`config.mk`:
```
export PLATFORM = sky130hd
export DESIGN_NAME = diff_window_stats
export DESIGN_NICKNAME = d
export VERILOG_FILES = /design/src/rtl/diff_window_stats.sv
export SDC_FILE = /design/constraint.sdc
export NUM_CORES = 1
export LEC_CHECK = 0
export BUFFER_PORTS_ARGS = -buffer_cell sky130_fd_sc_hd__buf_2
export CAP_MARGIN = 20
export CORE_MARGIN = 10
export CORE_UTILIZATION = 50
export CTS_BUF_LIST = sky130_fd_sc_hd__clkbuf_4 sky130_fd_sc_hd__clkbuf_8
export CTS_CLUSTER_DIAMETER = 80
export CTS_CLUSTER_SIZE = 40
export DETAILED_ROUTE_END_ITERATION = 12
export PLACE_DENSITY = 0.7
export SLEW_MARGIN = 5
export SYNTH_ARGS = -nofsm -noshare
export SYNTH_HDL_FRONTEND = slang
export SYNTH_SLANG_ARGS = --single-unit
```
`constraint.sdc`:
```
create_clock -name clk -period 2.4 [get_ports clk]
set_input_delay 0.24 -clock clk [delete_from_list [all_inputs] [get_ports clk]]
set_output_delay 0.24 -clock clk [all_outputs]
set_load 0.05 [all_outputs]
```
`src/rtl/diff_window_stats.sv`:
```
// Windowed statistics over the subtractor's signed difference stream:
// per WIN_LEN accepted samples, emits sum, min, max and non-negative count.
module diff_window_stats #(
  parameter int unsigned WIN_LEN = 16
) (
  input  logic        clk,
  input  logic        rst_n,
  input  logic        clr,
  input  logic        in_valid,
  output logic        in_ready,
  input  logic [8:0]  diff,
  output logic        out_valid,
  input  logic        out_ready,
  output logic [16:0] sum,
  output logic [8:0]  min,
  output logic [8:0]  max,
  output logic [8:0]  nonneg_cnt
);

  localparam int unsigned IDX_W = (WIN_LEN > 1) ? $clog2(WIN_LEN) : 1;
  localparam int unsigned SUM_W = 17;
  localparam int unsigned D_W   = 9;
  localparam int unsigned CNT_W = 9;

  typedef enum logic {ACCUM = 1'b0, HOLD = 1'b1} state_e;

  state_e                  state_q, state_d;
  logic [IDX_W-1:0]        idx_q, idx_d;
  logic signed [SUM_W-1:0] acc_sum_q, acc_sum_d;
  logic signed [D_W-1:0]   acc_min_q, acc_min_d;
  logic signed [D_W-1:0]   acc_max_q, acc_max_d;
  logic [CNT_W-1:0]        acc_nn_q, acc_nn_d;
  logic signed [SUM_W-1:0] sum_q, sum_d;
  logic signed [D_W-1:0]   min_q, min_d;
  logic signed [D_W-1:0]   max_q, max_d;
  logic [CNT_W-1:0]        nn_q, nn_d;

  logic                    accept;
  logic                    first;
  logic                    last;
  logic signed [D_W-1:0]   diff_s;
  logic signed [SUM_W-1:0] nxt_sum;
  logic signed [D_W-1:0]   nxt_min;
  logic signed [D_W-1:0]   nxt_max;
  logic [CNT_W-1:0]        nxt_nn;

  // State register
  always_ff @(posedge clk or negedge rst_n) begin
    if (!rst_n) state_q <= ACCUM;
    else        state_q <= state_d;
  end

  // Next-state logic
  always_comb begin
    state_d = state_q;
    case (state_q)
      ACCUM:   if (accept && last) state_d = HOLD;
      HOLD:    if (out_ready)      state_d = ACCUM;
      default: state_d = ACCUM;
    endcase
  end

  // Handshake outputs decoded from registered state only (clr aborts acceptance)
  always_comb begin
    in_ready  = 1'b0;
    out_valid = 1'b0;
    case (state_q)
      ACCUM:   in_ready  = !clr && rst_n;
      HOLD:    out_valid = 1'b1;
      default: ;
    endcase
  end

  // Accumulator datapath; first sample of a window seeds min/max directly
  always_comb begin
    diff_s  = $signed(diff);
    accept  = in_valid && in_ready;
    first   = (idx_q == '0);
    last    = (idx_q == IDX_W'(WIN_LEN - 1));
    nxt_sum = acc_sum_q + SUM_W'(diff_s);
    nxt_min = (first || (diff_s < acc_min_q)) ? diff_s : acc_min_q;
    nxt_max = (first || (diff_s > acc_max_q)) ? diff_s : acc_max_q;
    nxt_nn  = acc_nn_q + CNT_W'(!diff[8]);

    idx_d     = idx_q;
    acc_sum_d = acc_sum_q;
    acc_min_d = acc_min_q;
    acc_max_d = acc_max_q;
    acc_nn_d  = acc_nn_q;
    sum_d     = sum_q;
    min_d     = min_q;
    max_d     = max_q;
    nn_d      = nn_q;

    if (state_q == ACCUM) begin
      if (clr || (accept && last)) begin
        idx_d     = '0;
        acc_sum_d = '0;
        acc_min_d = '0;
        acc_max_d = '0;
        acc_nn_d  = '0;
      end else if (accept) begin
        idx_d     = idx_q + IDX_W'(1);
        acc_sum_d = nxt_sum;
        acc_min_d = nxt_min;
        acc_max_d = nxt_max;
        acc_nn_d  = nxt_nn;
      end
      if (accept && last) begin
        sum_d = nxt_sum;
        min_d = nxt_min;
        max_d = nxt_max;
        nn_d  = nxt_nn;
      end
    end
  end

  always_ff @(posedge clk or negedge rst_n) begin
    if (!rst_n) begin
      idx_q     <= '0;
      acc_sum_q <= '0;
      acc_min_q <= '0;
      acc_max_q <= '0;
      acc_nn_q  <= '0;
      sum_q     <= '0;
      min_q     <= '0;
      max_q     <= '0;
      nn_q      <= '0;
    end else begin
      idx_q     <= idx_d;
      acc_sum_q <= acc_sum_d;
      acc_min_q <= acc_min_d;
      acc_max_q <= acc_max_d;
      acc_nn_q  <= acc_nn_d;
      sum_q     <= sum_d;
      min_q     <= min_d;
      max_q     <= max_d;
      nn_q      <= nn_d;
    end
  end

  assign sum        = sum_q;
  assign min        = min_q;
  assign max        = max_q;
  assign nonneg_cnt = nn_q;

endmodule

```
Word level (Yosys, flattened, before mapping)

Cells that the tools add are included.

$lt $le $gt $ge: 2
Equal/unequal tests: 1
Bitwise logic cells: 1
Muxes and demuxes: 17
Reductions and logical operators: 12
$add $sub $neg: 3

Operators by type and width:

| cell                | count |
|---|---|
| $mux 9              | 8 |
| $mux 17             | 2 |
| $add 17x9->17       | 1 |
| $add 9x1->9         | 1 |
| $gt 9x9->1          | 1 |
| $lt 9x9->1          | 1 |
| $mux 4              | 2 |
| $add 4x1->4 const B | 1 |
| $eq 4x4->1 const B  | 1 |
| $logic_not 4->1     | 1 |
| $mux 1              | 4 |
| $reduce_and 2->1    | 2 |
| $logic_and 1x1->1   | 3 |
| $logic_or 1x1->1    | 3 |
| $logic_not 1->1     | 2 |
| $pmux 1 s2          | 1 |
| $reduce_bool 2->1   | 1 |
| $not 1->1           | 1 |

Output and inout port bits: 46
Register bits after elaboration: 93

Logic depth before layout (Yosys ltp)

Depth in word-level cells: 8
Depth in mapped cells: 9
Depth with buffers taken out: 9

Worst setup path after synthesis

No wires, ideal clock.

Path type: register to register
Start point: register acc_max_q[6]
End point: register acc_max_q[0]
Required time: 2,279 ps
Path slack: 381 ps
Stages on the path, launching flop included: 10
Buffers on the path: 1
Library setup time: 121 ps
Data arrival time: 1,898 ps
Cells stage by stage: dfrtp_1 inv_1 ha_1 a2111oi_1 o31ai_1 a21oi_1 o221a_2 buf_12 nor2_4 a22o_1

Longest elaborated chain between the ends: 5

RTL lines:

| element                | RTL line | source |
|---|---|---|
| from (decl)            | 31       | `logic signed [D_W-1:0] acc_max_q, acc_max_d;` |
| from (signal assigned) | 133      | `acc_max_q <= acc_max_d;` |
| $gt 9x9->1             | 82       | `nxt_max = (first \|\| (diff_s > acc_max_q)) ? diff_s : acc_max_q;` |
| $logic_or 1x1->1       | 82       |  |
| $mux 9                 | 82       |  |
| $mux 9                 | 102      | `end else if (accept) begin` |
| $mux 9                 | 96       | `if (clr \|\| (accept && last)) begin` |

Every way passes these cells. The select of a mux whose other input is x is not followed.
A chain may end at the register's enable or synchronous reset.

Final worst setup path

Start point: register acc_max_q[6]
End point: register max_q[5], in the netlist max[5]

Longest elaborated chain between the ends: 3

RTL lines:

| element              | RTL line | source |
|---|---|---|
| $gt 9x9->1           | 82       |  |
| $logic_or 1x1->1     | 82       |  |
| $mux 9               | 82       |  |
| to (signal assigned) | 137      | `max_q <= max_d;` |
| to (decl)            | 35       | `logic signed [D_W-1:0] max_q, max_d;` |

Every way passes these cells.

==> results.md <==
- Max H-tree Level: 3
- Total vias in the final route: between 4000 and 5000
- Antenna violations before repair: 0
- Crit Path Class: reg -> reg
- Hold WC Path Type: in -> reg
- Setup Slack @ Placement: 0.0514 ns
- Mux contribution to synthesized area: 0.0346
- Fin nets: 646
- Die Ht: 122 µm
- Gp weighted congestion: 0.921
- Yosys reg bits: 93
- Clock transition at path regs: 0.09 ns
- Number of global-route vias before repair: 4289
- Die area: approximately 15000 µm²
- Sw Ratio: 0.268
- Num CTS Buffers: 9
- Switching Power: 0.882 mW
- DR WL/cell: 16.9 µm
- Post-synthesis xor/xnor area fraction: 0.0329
- ANT cells: 0
- Synth unique cells: 55
- # clock sinks: 93
- PortBufs: between 50 and 60
- Post-synthesis simple-gate area fraction: 0.131
- Synth Instances: 528
- Via-per-instance ratio: 5.64
- Slew HR: 0.525
- FF-to-FF path depth: 9
- Overall routed net length: ~12000 µm
- Max-cap violations: 0
- First-pass GRT wire length: 21100 µm
- RSZ-0062 raised after global routing: no
- Setup crit end kind: flop
- Area growth syn-to-layout: 14.5%
- Synthesized cell area: 5200 µm²
- Synth Area in Adders: 0.0928
- CP arrival: 2.48 ns
- Share of the clock period used by the worst path: 0.927
- FF-to-FF setup slack: about 0.18 ns
- I/O pin count: 60
- Crit Path Max Fanout: 7
- Worst Path Required: 2.66 ns
- Clock Path Buffers: 2
- Hold path cells: 2
- Finished Cell Area: 5960 µm²
- Hold Vio Cnt, Final: 0
- Placed insts: 717
- Max Slew Vio Count: 0
- Worst Hold End: state_q
- Core ar.: 10200 µm²
- CTS root buffer: clkbuf_8
- Seq/Total Area, Yosys: 0.447
- Outcome: complete, no violations
- Worst-Margin Slew: 0.708 ns
- Worst VDD drop: 0.254 mV
- Most used DFF post-synth: dfrtp_1
- Startpoint Class: flop
- DR iter-0 viols: 242
- Area after DPL: 5700 µm²
- Hold_ws: 0.0537 ns
- Final Non-Filler Cells: 735
- PD cells: around 550 nW/µm²
- Post-DP HPWL: 9060 µm
- Final setup viols: 0
- Worst R2R End: max[5]
- Fin Setup TNS: 0 ns
- Yosys synthesis warning count: 0
- Final Critical Period: around 2.2 ns
- Cell leakage power: just under 3 nW
- Hold Crit Start: out_ready
- Total GRT Usage: 0.173
- Clock Power Share: 0.361
- Fraction of layout cells with a size suffix above 1: 0.192
- DRC viols: 0
- Clock Latency Late Sink: 0.36 ns
- R2R Path Start: acc_max_q[6]
- Initial DRT Pass Iterations: 6
- Fraction of registers with async set or reset after synthesis: 1.00
- Site Rows: 37
- PnR worst setup slack: roughly 0.18 ns
- Comb power frac: 0.145
- CTS tree: done
- Post-Route Skew: 0.00747 ns
- Fmax: about 0.45 GHz
- Fill cells: 905
- P_int: 2.40 mW
- EDFF count, synth: 0
- Grt ovf: 0
- Largest family of logic cells by synthesized area: compound AO/OA/AOI/OAI gates
- Die width: 122 µm
- Seq pwr share: 0.495
- Largest net degree at the start of global routing: between 40 and 50
- Post-DRT Antenna Nets: 0
- Avg Inst Size Synth: 9.86 µm²
- Syn nets: 580
- Initial Utilization: 0.509
- Synth Area in Compound Gates: 0.219
[how the worst max path moves through the flow]
stage	start	to	slack, ns
after detailed placement	diff[6]	max[5]	0.05
after floorplan	acc_max_q[6]	acc_max_q[0]	0.38
after CTS	acc_max_q[6]	max[5]	0.07
final	acc_max_q[6]	max[5]	0.18
after global placement	diff[6]	max[6]	0.14
after global routing	acc_sum_q[6]	acc_sum_q[13]	0.04
[cells by family (layout without fill, tap and decap cells)]
logic type	Yosys count	count (layout)
buffers and inverters	48	119
DFF	93	93
and+or+nand+nor	153	153
adders and majority gates	38	38
AOI/OAI and AO/OA	161	161
xor gates and xnor gates	18	18
muxes	17	17
[cells in the mapped netlist (2+ instances only)]
| master | count | area share |
|---|---|---|
| a211o_1 | 2 | 0.0034 |
| a211oi_1 | 2 | 0.0029 |
| a211oi_2 | 2 | 0.0048 |
| a21o_1 | 11 | 0.016 |
| a21oi_1 | 18 | 0.017 |
| a22o_1 | 20 | 0.034 |
| a31oi_1 | 3 | 0.0036 |
| a32o_1 | 10 | 0.019 |
| and3_1 | 11 | 0.013 |
| and4_1 | 2 | 0.0034 |
| buf_2 | 6 | 0.0058 |
| buf_4 | 2 | 0.0029 |
| clkbuf_1 | 14 | 0.010 |
| dfrtp_1 | 93 | 0.45 |
| ha_1 | 37 | 0.089 |
| inv_1 | 24 | 0.017 |
| mux2_2 | 8 | 0.017 |
| mux2i_1 | 9 | 0.017 |
| nand2_1 | 86 | 0.062 |
| nand2b_1 | 2 | 0.0024 |
| nand3_1 | 8 | 0.0077 |
| nand4_1 | 7 | 0.0084 |
| nor2_1 | 27 | 0.019 |
| nor3_1 | 2 | 0.0019 |
| o211ai_1 | 10 | 0.014 |
| o21a_1 | 3 | 0.0043 |
| o21ai_0 | 42 | 0.040 |
| o21ai_1 | 12 | 0.012 |
| o21bai_1 | 3 | 0.0043 |
| o311ai_0 | 7 | 0.012 |
| o311ai_1 | 2 | 0.0034 |
| o31ai_1 | 4 | 0.0058 |
| or3_1 | 2 | 0.0024 |
| xnor2_1 | 12 | 0.020 |
| xor2_1 | 5 | 0.0084 |
[power groups by stage]
stage / sequential [mW] / combinational [mW] / clock (mW)
2_1_floorplan: 1.65 / 0.314 / 0
3_3_place_gp: 1.65 / 0.458 / 0
3_5_place_dp: 1.66 / 0.469 / 0
4_1_cts: 1.63 / 0.473 / 1.21
5_1_grt: 1.63 / 0.537 / 1.28
6_report: 1.63 / 0.476 / 1.18
[metal layers]
layer,wire [µm],track usage,vias to the layer above
met5,0,0,-
li1,-,-,2060
met1,5670,0.215,1992
met4,170,0.0596,0
met3,605,0.0407,13
met2,5960,0.290,82
[worst max-delay path, cell delays in order, from the launching register on]
cell and delay (ns):
dfrtp_1 0.38, inv_1 0.05, ha_1 0.30, a2111oi_2 0.38, o31ai_1 0.12, a21oi_1 0.14
o221a_2 0.24, buf_4 0.19, mux2i_2 0.24, o21ai_1 0.07
[through the flow]
stage	utilization	power, mW
2_1_floorplan	-	1.96
3_3_place_gp	0.558	2.11
3_5_place_dp	0.558	2.13
4_1_cts	0.581	3.31
5_1_grt	0.583	3.44
6_report	0.583	3.29
[sequential cells by signal, summed over array words and instances, names as in the netlist]
signal	cells
sum	17
acc_nn_q	9
min	9
acc_min_q	9
acc_max_q	9
idx_q	4
max	9
state_q	1
nonneg_cnt	9
acc_sum_q	17
[timing repair]
action,in CTS,in global routing
endpoints found under the setup margin,0,12
gates resized for setup,0,3
hold endpoints to repair,10,0
hold buffers,1,0
buffers inserted,0,1
[cell type report]
class,count,area (µm²),share of cell area
sequential,93,2330,0.390
inverter,24,90.1,0.0151
tap,136,170,0.0285
timing repair buffer,79,475,0.0798
clock inverter,2,37.5,0.00630
multi-input combinational,387,2670,0.448
clock buffer,14,193,0.0323
[placed cells by master (no fill, tap or decap), drive strengths merged, types with 4 or more instances in the layout]
master and instances:
dfrtp 93, nand2 86, buf 78, o21ai 55
ha 37, nor2 28, inv 24, a22o 20
a21oi 18, clkbuf 14, xnor2 12, and3 11
a21o 11, o211ai 10, a32o 10, mux2i 9
nand3 9, o311ai 9, mux2 8, nand4 7
xor2 5, o31ai 4, o21a 4, a211oi 4
Note: power is estimated with default switching activity, not from simulation.
